File: config.mk
export PLATFORM = sky130hd
export DESIGN_NAME = seq_shifter
export DESIGN_NICKNAME = d
export VERILOG_FILES = /design/src/rtl/seq_shifter.sv
export SDC_FILE = /design/constraint.sdc
export NUM_CORES = 1
export LEC_CHECK = 0
export CAP_MARGIN = 20
export CORE_MARGIN = 2
export CORE_UTILIZATION = 56
export DETAILED_ROUTE_END_ITERATION = 7
export PLACE_DENSITY = 0.87
export SLEW_MARGIN = 0
export SYNTH_ARGS = -nofsm -noshare
export SYNTH_HDL_FRONTEND = slang
export SYNTH_SLANG_ARGS = --single-unit
File: constraint.sdc
create_clock -name clk -period 4 [get_ports clk]
set_clock_uncertainty 0.1 [all_clocks]
set_input_delay 0.8 -clock clk [delete_from_list [all_inputs] [get_ports clk]]
set_output_delay 0.8 -clock clk [all_outputs]
set_load 0.03 [all_outputs]
File: src/rtl/seq_shifter.sv
// seq_shifter: iterative one-bit-per-clock SLL/SRL/SRA shifter with start/busy/done handshake
//   clk    in   rising-edge clock
//   reset  in   asynchronous active-high reset
//   start  in   request, sampled only while idle
//   op     in   00 SLL, 01 SRL, 10 SRA, 11 SRL
//   a      in   operand to shift
//   shamt  in   shift amount 0..n-1
//   result out  registered shifted value, updated on entry to DONE
//   busy   out  high whenever not idle
//   done   out  one-cycle completion pulse
module seq_shifter #(
  parameter int n  = 32,
  parameter int sw = 5
) (
  input  logic          clk,
  input  logic          reset,
  input  logic          start,
  input  logic [1:0]    op,
  input  logic [n-1:0]  a,
  input  logic [sw-1:0] shamt,
  output logic [n-1:0]  result,
  output logic          busy,
  output logic          done
);
  typedef enum logic [1:0] {IDLE, SHIFT, DONE} state_t;
  localparam logic [sw-1:0] one = 1;
  state_t        r_state;
  logic [n-1:0]  r_acc;
  logic [sw-1:0] r_cnt;
  logic [1:0]    r_op;
  logic [n-1:0]  w_shifted;
  // SRA refills the top bit with the sign; SRL and the 11 encoding refill with zero
  assign w_shifted = (r_op == 2'b00) ? {r_acc[n-2:0], 1'b0}
                                     : {(r_op == 2'b10) & r_acc[n-1], r_acc[n-1:1]};
  always_ff @(posedge clk or posedge reset) begin
    if (reset) begin
      r_state <= IDLE;
      r_acc   <= '0;
      r_cnt   <= '0;
      r_op    <= '0;
      result  <= '0;
      busy    <= 1'b0;
      done    <= 1'b0;
    end else begin
      case (r_state)
        IDLE: begin
          done <= 1'b0;
          if (start) begin
            r_acc <= a;
            r_cnt <= shamt;
            r_op  <= op;
            busy  <= 1'b1;
            if (shamt == '0) begin
              result  <= a;
              done    <= 1'b1;
              r_state <= DONE;
            end else begin
              r_state <= SHIFT;
            end
          end
        end
        SHIFT: begin
          r_acc <= w_shifted;
          r_cnt <= r_cnt - one;
          if (r_cnt == one) begin
            result  <= w_shifted;
            done    <= 1'b1;
            r_state <= DONE;
          end
        end
        default: begin
          done    <= 1'b0;
          busy    <= 1'b0;
          r_state <= IDLE;
        end
      endcase
    end
  end
endmodule
==> impl_results.md, run 1 <==
* First-pass GRT wire length at 14.4 mm
* Drc violations at 0
* Hold slack at 411 ps
* Commonest cells after routing, fill and taps aside: dfrtp_1 (75), clkdlybuf4s50_1 (75), nand2_1 (73)
* FF-to-FF End: result[17]
* Number of global-route vias before repair at 3095
* Fmax at 345 MHz
* FF/Latch Area at 1880 sq um
* Area delta synth->final at 22.9%
* CP max FO at 33
* P per Cell Area at 933 nW/um^2
* Slew @ Worst Pin at 871 ps
* Die width at 89.3 microns
* Initial Util at 0.571
* Synth Area per Inst at 9.73 sq um
* Initial antenna violation count at 0
* Worst-case clock buffer depth at 2
* Num CTS Buffers at 9
* Final Cycle Share at 0.725
* Yosys warnings at 0
* Total congestion overflow at 0
* Min-Delay Path Class: reg -> reg
* Number of library cell types mapped by synthesis at 36
* Max Slew Vio Count at 0
* I/O pin count at 76
* Multi-input logic area at 2000 sq um
* Post-synth EDFFs at 0
* Register area share after synthesis at 0.460
* Type of destination of the critical path: flop
* Largest net degree at the start of global routing at 124
* Inst Count DP at 564
* Final setup violation count at 0
* Crit path time final at 2900 ps
* CTS clk-pin slew, worst paths at 70 ps
* Die area at 7980 sq um
* R2R Setup Slk at 1490 ps
* TritonCTS clock tree: done
* Placer Congestion at 0.797
* H-tree lvl count at 3
* Worst skew pair latency at 330 ps
* CP arrival at 3020 ps
* DRT iter0 DRCs at 189
* RR Startpoint: r_cnt[1]
* Synth area leaders: dfrtp_1 (46%), mux2_4 (11%), a31oi_1 (9.2%)
* Worst EP required at 4120 ps
* Ratio of cells with drive above 1 in the final layout at 0.119
* Antenna-violating nets left at 0
* Detailed Route WL at 9.00 mm
* Post-Layout Cell Count at 578
* Setup TNS Final at 0 ps
* Leak at 2.08 nW
* Initial DRT Pass Iterations at 4
* Dominant synthesized flop cell: dfrtp_1
* #FFs+latches synth at 75
* Post_cts resized at 0
* Synth area leader: dfrtp_1
* Sink Count at 75
* Core area at 7140 sq um
* RSZ-0062 raised after global routing: false
* Number of diodes at 0
* Setup Buffers After CTS at 0
* Mapped Nets at 463
* Drt via density at 5.74
* WL per Instance at 15.6 microns
* Final hold vios at 0
* Row count at 31
* Final Instance Area at 5010 sq um
* Syn Inst Count at 419
* GRT Total Usage at 0.231
* Layout Nets at 522
* WHS Endpoint: result[0]
* Slew margin rel. at 0.418
* Max-Cap Viols at 0
* Crit path kind: in -> reg
* CTS Hold Buffers Added at 0
* Port Buffer Count at 75
* Post-synth top area share at 0.460
* Fillers at 556
* Mapped Area at 4080 sq um
* R2R depth at 7
* Outcome: finished clean
* Worst Hold Launch: result[0]
* Hold Path Depth at 1
* Post-synth ARST share at 1.00
* Dpl cell area at 4830 sq um
* Kind of start point of the critical path: input pin
* IR drop worst, VDD at 484 uV
* Vias at 3315
* Root Driver: clkbuf_8
* Dpl hpwl at 5.83 mm
* Die Height at 89.3 microns
-- worst max path at each step --
stage,startpoint,endpoint,slack (ps),cells after the start
after floorplan,reset,busy,1190,1
after global placement,shamt[3],result[16],820,6
after detailed placement,shamt[3],result[16],770,6
after CTS,shamt[3],result[16],1140,6
after global routing,shamt[2],result[18],1080,6
final,shamt[3],result[17],1100,6
-- cells in the mapped netlist (4+ instances only) --
cell and number:
buf_1 4, inv_1 7, buf_2 8, a31oi_1 60, nand2_1 73, a21oi_1 6, a211oi_1 30, dfrtp_1 75
mux2_4 29, nor2_1 36, nor2b_1 29, o21ai_0 8, clkbuf_1 19
-- logic make-up after synthesis --
family	after synthesis	share of synthesized area
muxes	35	0.122
buffers and inverters	41	0.0522
adders and majority gates	2	0.00614
DFF	75	0.460
and+or+nand+nor	153	0.172
AOI/OAI and AO/OA	113	0.187
-- state kept, by name, indices dropped and copies added, names as in the netlist --
register and flops:
busy 1, done 1, r_acc 32, r_cnt 5, r_op 2, r_state 2
result 32
-- critical path, stage by stage --
cell             delay (ps)
clkdlybuf4s50_1         420
or4_4                   550
nor2_4                  150
a2bb2oi_4               140
buf_4                   530
mux2_2                  400
-- report_power, final --
| group | internal [mW] | switching [mW] |
|---|---|---|
| logic | 1.25 | 1.49 |
| registers | 1.16 | 0.317 |
| clock network | 0.211 | 0.248 |
-- routing by layer --
| layer | up-vias | share of wire | global-route usage |
|---|---|---|---|
| met5 | - | 0 | 0 |
| met3 | 9 | 0.048 | 0.0471 |
| met1 | 1598 | 0.45 | 0.314 |
| met4 | 0 | 0.0091 | 0.0719 |
| li1 | 1618 | - | - |
| met2 | 90 | 0.50 | 0.374 |
-- layout make-up --
| type | instances | share of cell area |
|---|---|---|
| Clock buffer | 11 | 0.0262 |
| Clock inverter | 1 | 0.000999 |
| Inverter | 7 | 0.00524 |
| Multi-Input combinational cell | 303 | 0.400 |
| Sequential cell | 75 | 0.375 |
| Tap cell | 99 | 0.0247 |
| Timing Repair Buffer | 82 | 0.168 |
-- metrics by stage --
stage                     setup slack (ps)  power (mW)  utilization
after floorplan                       1190        3.44            -
after global placement                 816        4.04        0.677
after detailed placement               774        4.16        0.677
after CTS                             1140        4.63        0.696
after global routing                  1080        5.02        0.702
final                                 1100        4.68        0.702
No activity file was read; power rests on OpenSTA's default activity.
==> inputs of run 2 (changes only) <==
--- a/config.mk
+++ b/config.mk
@@ -7,9 +7,9 @@
 export LEC_CHECK = 0
 export CAP_MARGIN = 20
 export CORE_MARGIN = 2
-export CORE_UTILIZATION = 56
+export CORE_UTILIZATION = 53
 export DETAILED_ROUTE_END_ITERATION = 7
-export PLACE_DENSITY = 0.87
+export PLACE_DENSITY = 0.83
 export SLEW_MARGIN = 0
 export SYNTH_ARGS = -nofsm -noshare
 export SYNTH_HDL_FRONTEND = slang
==> constraint.sdc (replaced) <==
create_clock -name clk -period 2.9 [get_ports clk]
set_clock_uncertainty 0.1 [all_clocks]
set_input_delay 0.58 -clock clk [delete_from_list [all_inputs] [get_ports clk]]
set_output_delay 0.58 -clock clk [all_outputs]
set_load 0.03 [all_outputs]
==> run 2 against run 1 <==
Clock power rose by 72%. Core utilization shrank 0.91 points. Non-clock buffer count increased by 2. Combinational power increased by 39%. Largest power group unchanged.
==> impl_results.md, run 2 (synthesized netlist as in run 1, its figures left out) <==
* Outcome: finished clean
* H-tree lvl count at 3
* Layout Nets at 524
* Setup WS post-layout at 510 ps
* Dpl hpwl at 6.29 mm
* Worst EP required at 3020 ps
* Antenna-violating nets left at 0
* Final setup violation count at 0
* Total congestion overflow at 0
* Crit path buf inv count at 2
* Die width at 91.7 microns
* TritonCTS clock tree: done
* Commonest cells after routing, fill and taps aside: dfrtp_1 (75), clkdlybuf4s50_1 (75), nand2_1 (73)
* CP max stage cell: or4_4
* CP max stage delay at 560 ps
* Die area at 8410 sq um
* Detailed Route WL at 9.30 mm
* Largest regs: r_acc (32), result (32), r_cnt (5)
* Total power at 6.63 mW
* Setup Buffers After CTS at 0
* Post_cts resized at 0
* Number of global-route vias before repair at 3412
* Final hold vios at 0
* Crit path kind: in -> reg
* Placer Congestion at 0.824
* Initial antenna violation count at 0
* Vias at 3401
* Root Driver: clkbuf_8
* Core area at 7370 sq um
* Sink Count at 75
* Kind of start point of the critical path: input pin
* Final Cycle Share at 0.824
* P per Cell Area at 1300 nW/um^2
* Min-Delay Path Class: reg -> reg
* Type of destination of the critical path: flop
* IR drop worst, VDD at 651 uV
* Max-Cap Viols at 0
* RSZ-0062 raised after global routing: false
* GRT Total Usage at 0.229
* Place WS at 159 ps
* Number of diodes at 0
* Final core utilization at 0.693
* DRT iter0 DRCs at 242
* Worst skew pair latency at 340 ps
* First-pass GRT wire length at 15.7 mm
* Port Buffer Count at 75
* Largest net degree at the start of global routing at 124
* Fmax at 418 MHz
* Max Slew Vio Count at 0
* Crit path time final at 2390 ps
* Die Height at 91.7 microns
* Leak at 2.12 nW
* CTS Hold Buffers Added at 0
* CP cell instances: clkdlybuf4s50_1, or4_4, nor2_4, a2bb2oi_4, buf_12, mux2_2
* Ratio of cells with drive above 1 in the final layout at 0.130
* Slew margin rel. at 0.587
* Area delta synth->final at 25.3%
* Setup TNS Final at 0 ps
* Initial Util at 0.553
* CTS clk-pin slew, worst paths at 80 ps
* I/O pin count at 76
* Num CTS Buffers at 9
* WL per Instance at 15.9 microns
* Worst-case clock buffer depth at 2
* CP max FO at 24
* Initial DRT Pass Iterations at 5
* Slew @ Worst Pin at 610 ps
* Drt via density at 5.82
* Drc violations at 0
* Row count at 31
* Delay-heaviest family, CP: simple AND/OR/NAND/NOR gates
* CP arrival at 2510 ps
==> run 2: path summary, 6_finish.rpt <==
kind	from	to	slack (ps)	depth (start not counted)
worst max-delay path	shamt[3]	result[18]	510	6
min in group asynchronous	reset	r_cnt[3]	430	2
max in group asynchronous	reset	result[1]	1780	3
worst max register to register	r_cnt[1]	result[18]	580	7
worst min-delay path	result[16]	result[16]	410	1
worst min register to register	result[16]	result[16]	410	1
==> run 2: metal layers <==
metal / track usage / routed length [microns] / vias up
met2: 0.381 / 4650 / 120
met3: 0.0320 / 444 / 18
li1: - / - / 1618
met5: 0 / 0 / -
met1: 0.306 / 4040 / 1645
met4: 0.0821 / 171 / 0
==> run 2: final cells by class <==
cell class                 count  area, sq um
multi-input combinational    303         2000
clock inverter                 4         50.0
fill                         558         2260
sequential                    75         1880
clock buffer                  12          145
inverter                       7         26.3
tap                           99          124
timing repair buffer          84          881
==> run 2: power by group <==
part           internal [mW]  switching, mW
registers               1.61          0.413
logic                   1.72           2.11
clock network          0.420          0.369
==> run 2: worst reg2reg max path, stage by stage, from the launching register on <==
cell and delay (ps):
dfrtp_1 400, inv_1 80, ha_1 130, nor4b_1 510, nand2_1 180, a2bb2oi_4 200, buf_12 230, mux2_2 370
==> run 2: per-stage QoR <==
step	instances	hold slack, ps	cell area, sq um
6_report	584	411	5110
3_3_place_gp	568	393	4910
4_1_cts	584	416	5110
5_1_grt	584	428	5110
3_5_place_dp	568	394	4910
2_1_floorplan	419	384	4080
==> variant 1: new RTL, settings of run 2 <==
Change the parameter `sw` from 5 to 10.
--- a/src/rtl/seq_shifter.sv
+++ b/src/rtl/seq_shifter.sv
@@ -12,3 +12,3 @@
   parameter int n  = 32,
-  parameter int sw = 5
+  parameter int sw = 10
 ) (
Ports: changed (resized shamt); port bits go from 76 to 81. The function was not compared with the original's and may differ.
==> variant 1 against run 2 <==
  * Setup slack better by 0.18 ns
  * Critical path depth stayed put
  * Routed wire length is 9.0% higher
  * Clock power is 4.8% higher
  * Via count is 4.9% higher
  * Non-clock buffer count is 7 higher
  * Count of clock-buffer cells in the layout is 2 lower
  * Total power is 21% lower
  * Final area is 3.1% higher
  * Sequential power is 2% lower
  * Sequential share of layout area is 1.3 points higher
  * Sequential cell count is 5 higher
  * Synthesized area is 2.0% higher
  * First-iteration DRC count is 20% higher
  * Highest routed layer unchanged
==> variant 1: results (changes against run 2) <==
Synthesis
  • Syn_nets: 476 (+2.8%)
  • Compound-cell area share of the yosys netlist: 21.8% (+3.2 points)
  • Seq/Total Area, Yosys: 48.1% (+2.1 points)
  • Dominant cells by area after synthesis: dfrtp_1 (48%), mux2i_1 (7.7%), a211oi_1 (5.6%)
  • Post-synth top cells: dfrtp_1 (80), nand2_1 (44), nor2_1 (40), mux2i_1 (32), nand3_1 (32)
  • Post-Synth Adder-Cell Area: 0.602% (-0.012 points)
  • Asr flop ratio synth: 100% (unchanged)
  • Synth cell types: 45 (+25%)
  • Mux share of post-synthesis cell area: 7.70% (-4.5 points)

Layout
  • Clock buf count: 10 (-2)
  • Layout cell share with drive strength beyond 1: 7.03% (-6.0 points)
  • Clk cell area share: 3.71% (-0.12 points)
  • Final #Nets: 542 (+3.4%)
  • Number of fill cells in the layout: 593 (+6.3%)
  • Register area: 2000 um^2 (+6.7%)
  • Multi-input gate area: 1980 um^2 (-1.0%)
  • Count of multi-input gates: 305 (+0.66%)
  • Signal buf overhead: 17.7% (+0.48 points)
  • Largest regs: r_acc: 32 flops, result: 32 flops, r_cnt: 10 flops
  • Nonclk buf count: 91 (+8.3%)
  • Signal inverters: 6 (-1)

Place
  • Final HPWL DP: 7.02 mm (+12%)
  • Number of port buffers: 80 (+6.7%)
  • GP Congestion: 0.909 (+10%)
  • Pre-CTS setup slack: 0.353 ns (+0.195 ns)

Worst setup path
  • Crit path max fanout: 39 (+63%)
  • CP peak stage delay: 0.52 ns (-0.04 ns)
  • Worst Path Arrival: 2.35 ns (-0.16 ns)
  • Top delay family on crit path: buffers and inverters
  • Max stage delay cell, worst path: clkdlybuf4s50_1

Power and ir drop
  • Static leakage: 2.37 nW (+12%)
  • Sw Ratio: 39.3% (-4.3 points)
  • VDD IR max: 0.000516 V (-21%)

STA
  • Worst-margin pin slew: 0.605 ns (-0.00577 ns)

GRT
  • Antenna violations before repair: 0 (unchanged)
  • Vias in the first global route: 3483 (+2.1%)
  • Global-route wire length before repair: 17.1 mm (+9.0%)
  • GRT Total Usage: 25.3% (+2.5 points)
  • Largest net degree at the start of global routing: 54 (-56%)

Clock network
  • Worst-case clock buffer depth: 2 (unchanged)
  • Clock Latency Late Sink: 0.36 ns (+0.02 ns)

Detailed routing
  • Via count: 3567 (+4.9%)
  • WL met3: 537 um (+21%)
  • Met2 WL post-DR: 4.92 mm (+5.8%)
  • M1 WL: 4.44 mm (+9.8%)
  • DR iter-0 viols: 290 (+20%)

Status
  • Status: completed
==> variant 1: cell types whose count changed after synthesis, moves of 4 or more <==
cell,change
a31oi_1,-57
nand3_1,+31
o211ai_1,+30
a21o_1,+29
mux2_4,-29
mux2i_1,+29
nand2_1,-29
nor2b_1,-26
buf_2,+11
clkbuf_1,-6
a21oi_1,+5
dfrtp_1,+5
nor2_1,+4
==> variant 1: power by group through the flow <==
| stage | logic (W) | registers, W | clock network (W) |
|---|---|---|---|
| 2_1_floorplan | 0.00149 | 0.00215 | 0 |
| 3_3_place_gp | 0.00235 | 0.00196 | 0 |
| 3_5_place_dp | 0.00243 | 0.00198 | 0 |
| 4_1_cts | 0.00244 | 0.00196 | 0.000842 |
| 5_1_grt | 0.00267 | 0.00202 | 0.000882 |
| 6_report | 0.00243 | 0.00197 | 0.000827 |
==> variant 1: path summary, 6_finish.rpt <==
kind / startpoint / to / slack (ns) / cells after the start
max in group asynchronous: reset / result[8] / 1.60 / 3
worst min-delay path: r_acc[4] / r_acc[4] / 0.41 / 1
worst max register to register: r_cnt[5] / result[10] / 0.77 / 4
min in group asynchronous: reset / done / 0.47 / 2
worst max-delay path: start / r_cnt[6] / 0.69 / 6
worst min register to register: r_acc[4] / r_acc[4] / 0.41 / 1
==> variant 1: metrics by stage <==
| stage | std cells | instance area [um^2] |
|---|---|---|
| after global placement | 584 | 5070 |
| after detailed placement | 584 | 5070 |
| after global routing | 600 | 5270 |
| final | 600 | 5270 |
| after CTS | 600 | 5270 |
| after floorplan | 427 | 4160 |
==> variant 1: metal layers <==
layer,vias up,GRT usage (%)
met5,-,0
met4,0,11.2
met3,18,3.01
met2,124,40.8
met1,1726,34.6
li1,1699,-
==> variant 2: new RTL, settings of run 2 <==
Made on the original files. The 3 states of `state_t` get a one-hot encoding in 3 bits.
--- a/src/rtl/seq_shifter.sv
+++ b/src/rtl/seq_shifter.sv
@@ -24,3 +24,3 @@
 );
-  typedef enum logic [1:0] {IDLE, SHIFT, DONE} state_t;
+  typedef enum logic [2:0] {IDLE = 3'b001, SHIFT = 3'b010, DONE = 3'b100} state_t;
   localparam logic [sw-1:0] one = 1;
Function: same outputs for any inputs over 4 cycles, from zero or initial values and one cycle with reset high; so few cycles prove little.
==> variant 2 against run 2 <==
  * Total power decreased by 17%
  * Sequential cell count increased by 1
  * Final area decreased by 6.5%
  * Synthesized area decreased by 6.8%
  * Register-to-register slack improved by 0.29 ns
  * Setup slack improved by 0.30 ns
  * Synthesized cell count decreased by 1.4%
  * Routed wire length decreased by 8.4%
  * Maximum frequency increased by 14%
  * Clock power decreased by 5.4%
  * Critical path type is now flip-flop to output port
  * Critical endpoint is now result[30]
  * Largest cell class is now registers
  * Largest power group unchanged
  * Highest routed layer unchanged
==> variant 2: results (changes against run 2) <==
Synthesis
  • Post-synth top cells: nand2_1 (102), dfrtp_1 (75), nor2_1 (39), o21ai_0 (35)
  • Dominant cells by area after synthesis: dfrtp_1 (49%), nand2_1 (10%), o21ai_2 (6.9%)
  • Syn_nets: 457 (-1.3%)
  • Synth cell types: 38 (+5.6%)
  • Seq/Total Area, Yosys: 50.1% (+4.1 points)

Layout
  • N_diodes: 0 (unchanged)
  • Final #Nets: 523 (-0.19%)

Worst setup path
  • Kind of critical path: flip-flop to output port
  • Top delay family on crit path: buffers and inverters
  • Max stage delay cell, worst path: clkdlybuf4s50_1
  • Worst setup endpoint: result[30]
  • R2r setup slk: 0.87 ns (+0.29 ns)
  • Origin of the worst setup path: result[30]
  • Reg2reg start: r_state[0]
  • CP peak stage delay: 0.69 ns (+0.13 ns)

GRT
  • Met2 Track Usage GR: 35.3% (-2.8 points)
  • Met3 global-route usage: 5.60% (+2.4 points)
  • Met1 global-route usage: 31.2% (+0.57 points)

Place
  • Number of port buffers: 75 (unchanged)
  • DP Area: 4590 um^2 (-6.5%)
  • GP Congestion: 0.784 (-4.9%)
  • Pre-CTS setup slack: 0.485 ns (+0.326 ns)
  • Final HPWL DP: 5.71 mm (-9.3%)

Status
  • Status: completed

Power and ir drop
  • Sw Ratio: 43.7% (+0.16 points)
  • Static leakage: 2.06 nW (-2.8%)
  • VDD IR max: 0.000766 V (+18%)

Detailed routing
  • Total iterations of the first detailed-routing run: 4 (-1)
  • DR iter-0 viols: 230 (-5.0%)
  • Vias per std cell: 5.56 (-4.6%)
  • Routed wire per std cell: 14.7 um (-7.7%)

STA
  • Min cycle time layout: 2.09 ns (-0.298 ns)
  • Worst-margin pin slew: 0.556 ns (-0.0541 ns)

Clock network
  • Hold bufs inserted after CTS: 0 (unchanged)
## variant 2: through the flow
stage          power, W  hold WS, ns  util [%]  std cells
2_1_floorplan   0.00383        0.370         -        413
3_3_place_gp    0.00465        0.363      66.9        564
3_5_place_dp    0.00475        0.365      66.9        564
4_1_cts         0.00549        0.382      69.5        580
5_1_grt         0.00588        0.398      69.5        580
6_report        0.00548        0.377      69.5        580
## variant 2: power groups by stage
stage | Sequential, W | Clock (W) | Combinational, W
floorplan | 0.00235 | 0 | 0.00148
global placement | 0.00199 | 0 | 0.00266
detailed placement | 0.00200 | 0 | 0.00274
CTS | 0.00199 | 0.000759 | 0.00274
global route | 0.00208 | 0.000807 | 0.00299
finish | 0.00200 | 0.000746 | 0.00273
## variant 2: worst min-delay path by stage
stage	start	to	slack [ns]	depth (start not counted)
4_1_cts	result[7]	result[7]	0.38	2
5_1_grt	result[7]	result[7]	0.40	2
3_3_place_gp	result[17]	result[17]	0.36	2
3_5_place_dp	result[7]	result[7]	0.36	2
2_1_floorplan	r_acc[30]	r_acc[30]	0.37	2
6_report	result[16]	result[16]	0.38	2
## variant 2: layout make-up
class                   count  area (um^2)
fillers                   520         2090
flip-flops and latches     76         1900
multi-input cells         299         1670
repair buffers             86          871
clock buffers              15          176
well taps                  96          120
inverters                   7         26.3
clock inverters             1         5.00
## variant 2: metal layers
metal / vias up / wire, um
met5: - / 0
met4: 0 / 106
met3: 10 / 486
met2: 98 / 4150
met1: 1543 / 3780
li1: 1572 / -
## variant 2: kinds of logic (layout without fill, tap and decap cells)
family / count (synthesis) / count (layout) / share of synthesized area [%]
multiplexers: 2 / 2 / 0.527
AO/OA/AOI/OAI: 139 / 139 / 25.4
adder cells (fa/ha/maj): 2 / 2 / 0.659
AND/OR/NAND/NOR: 156 / 156 / 17.5
buffers and inverters: 38 / 109 / 5.90
flip-flops: 76 / 76 / 50.1
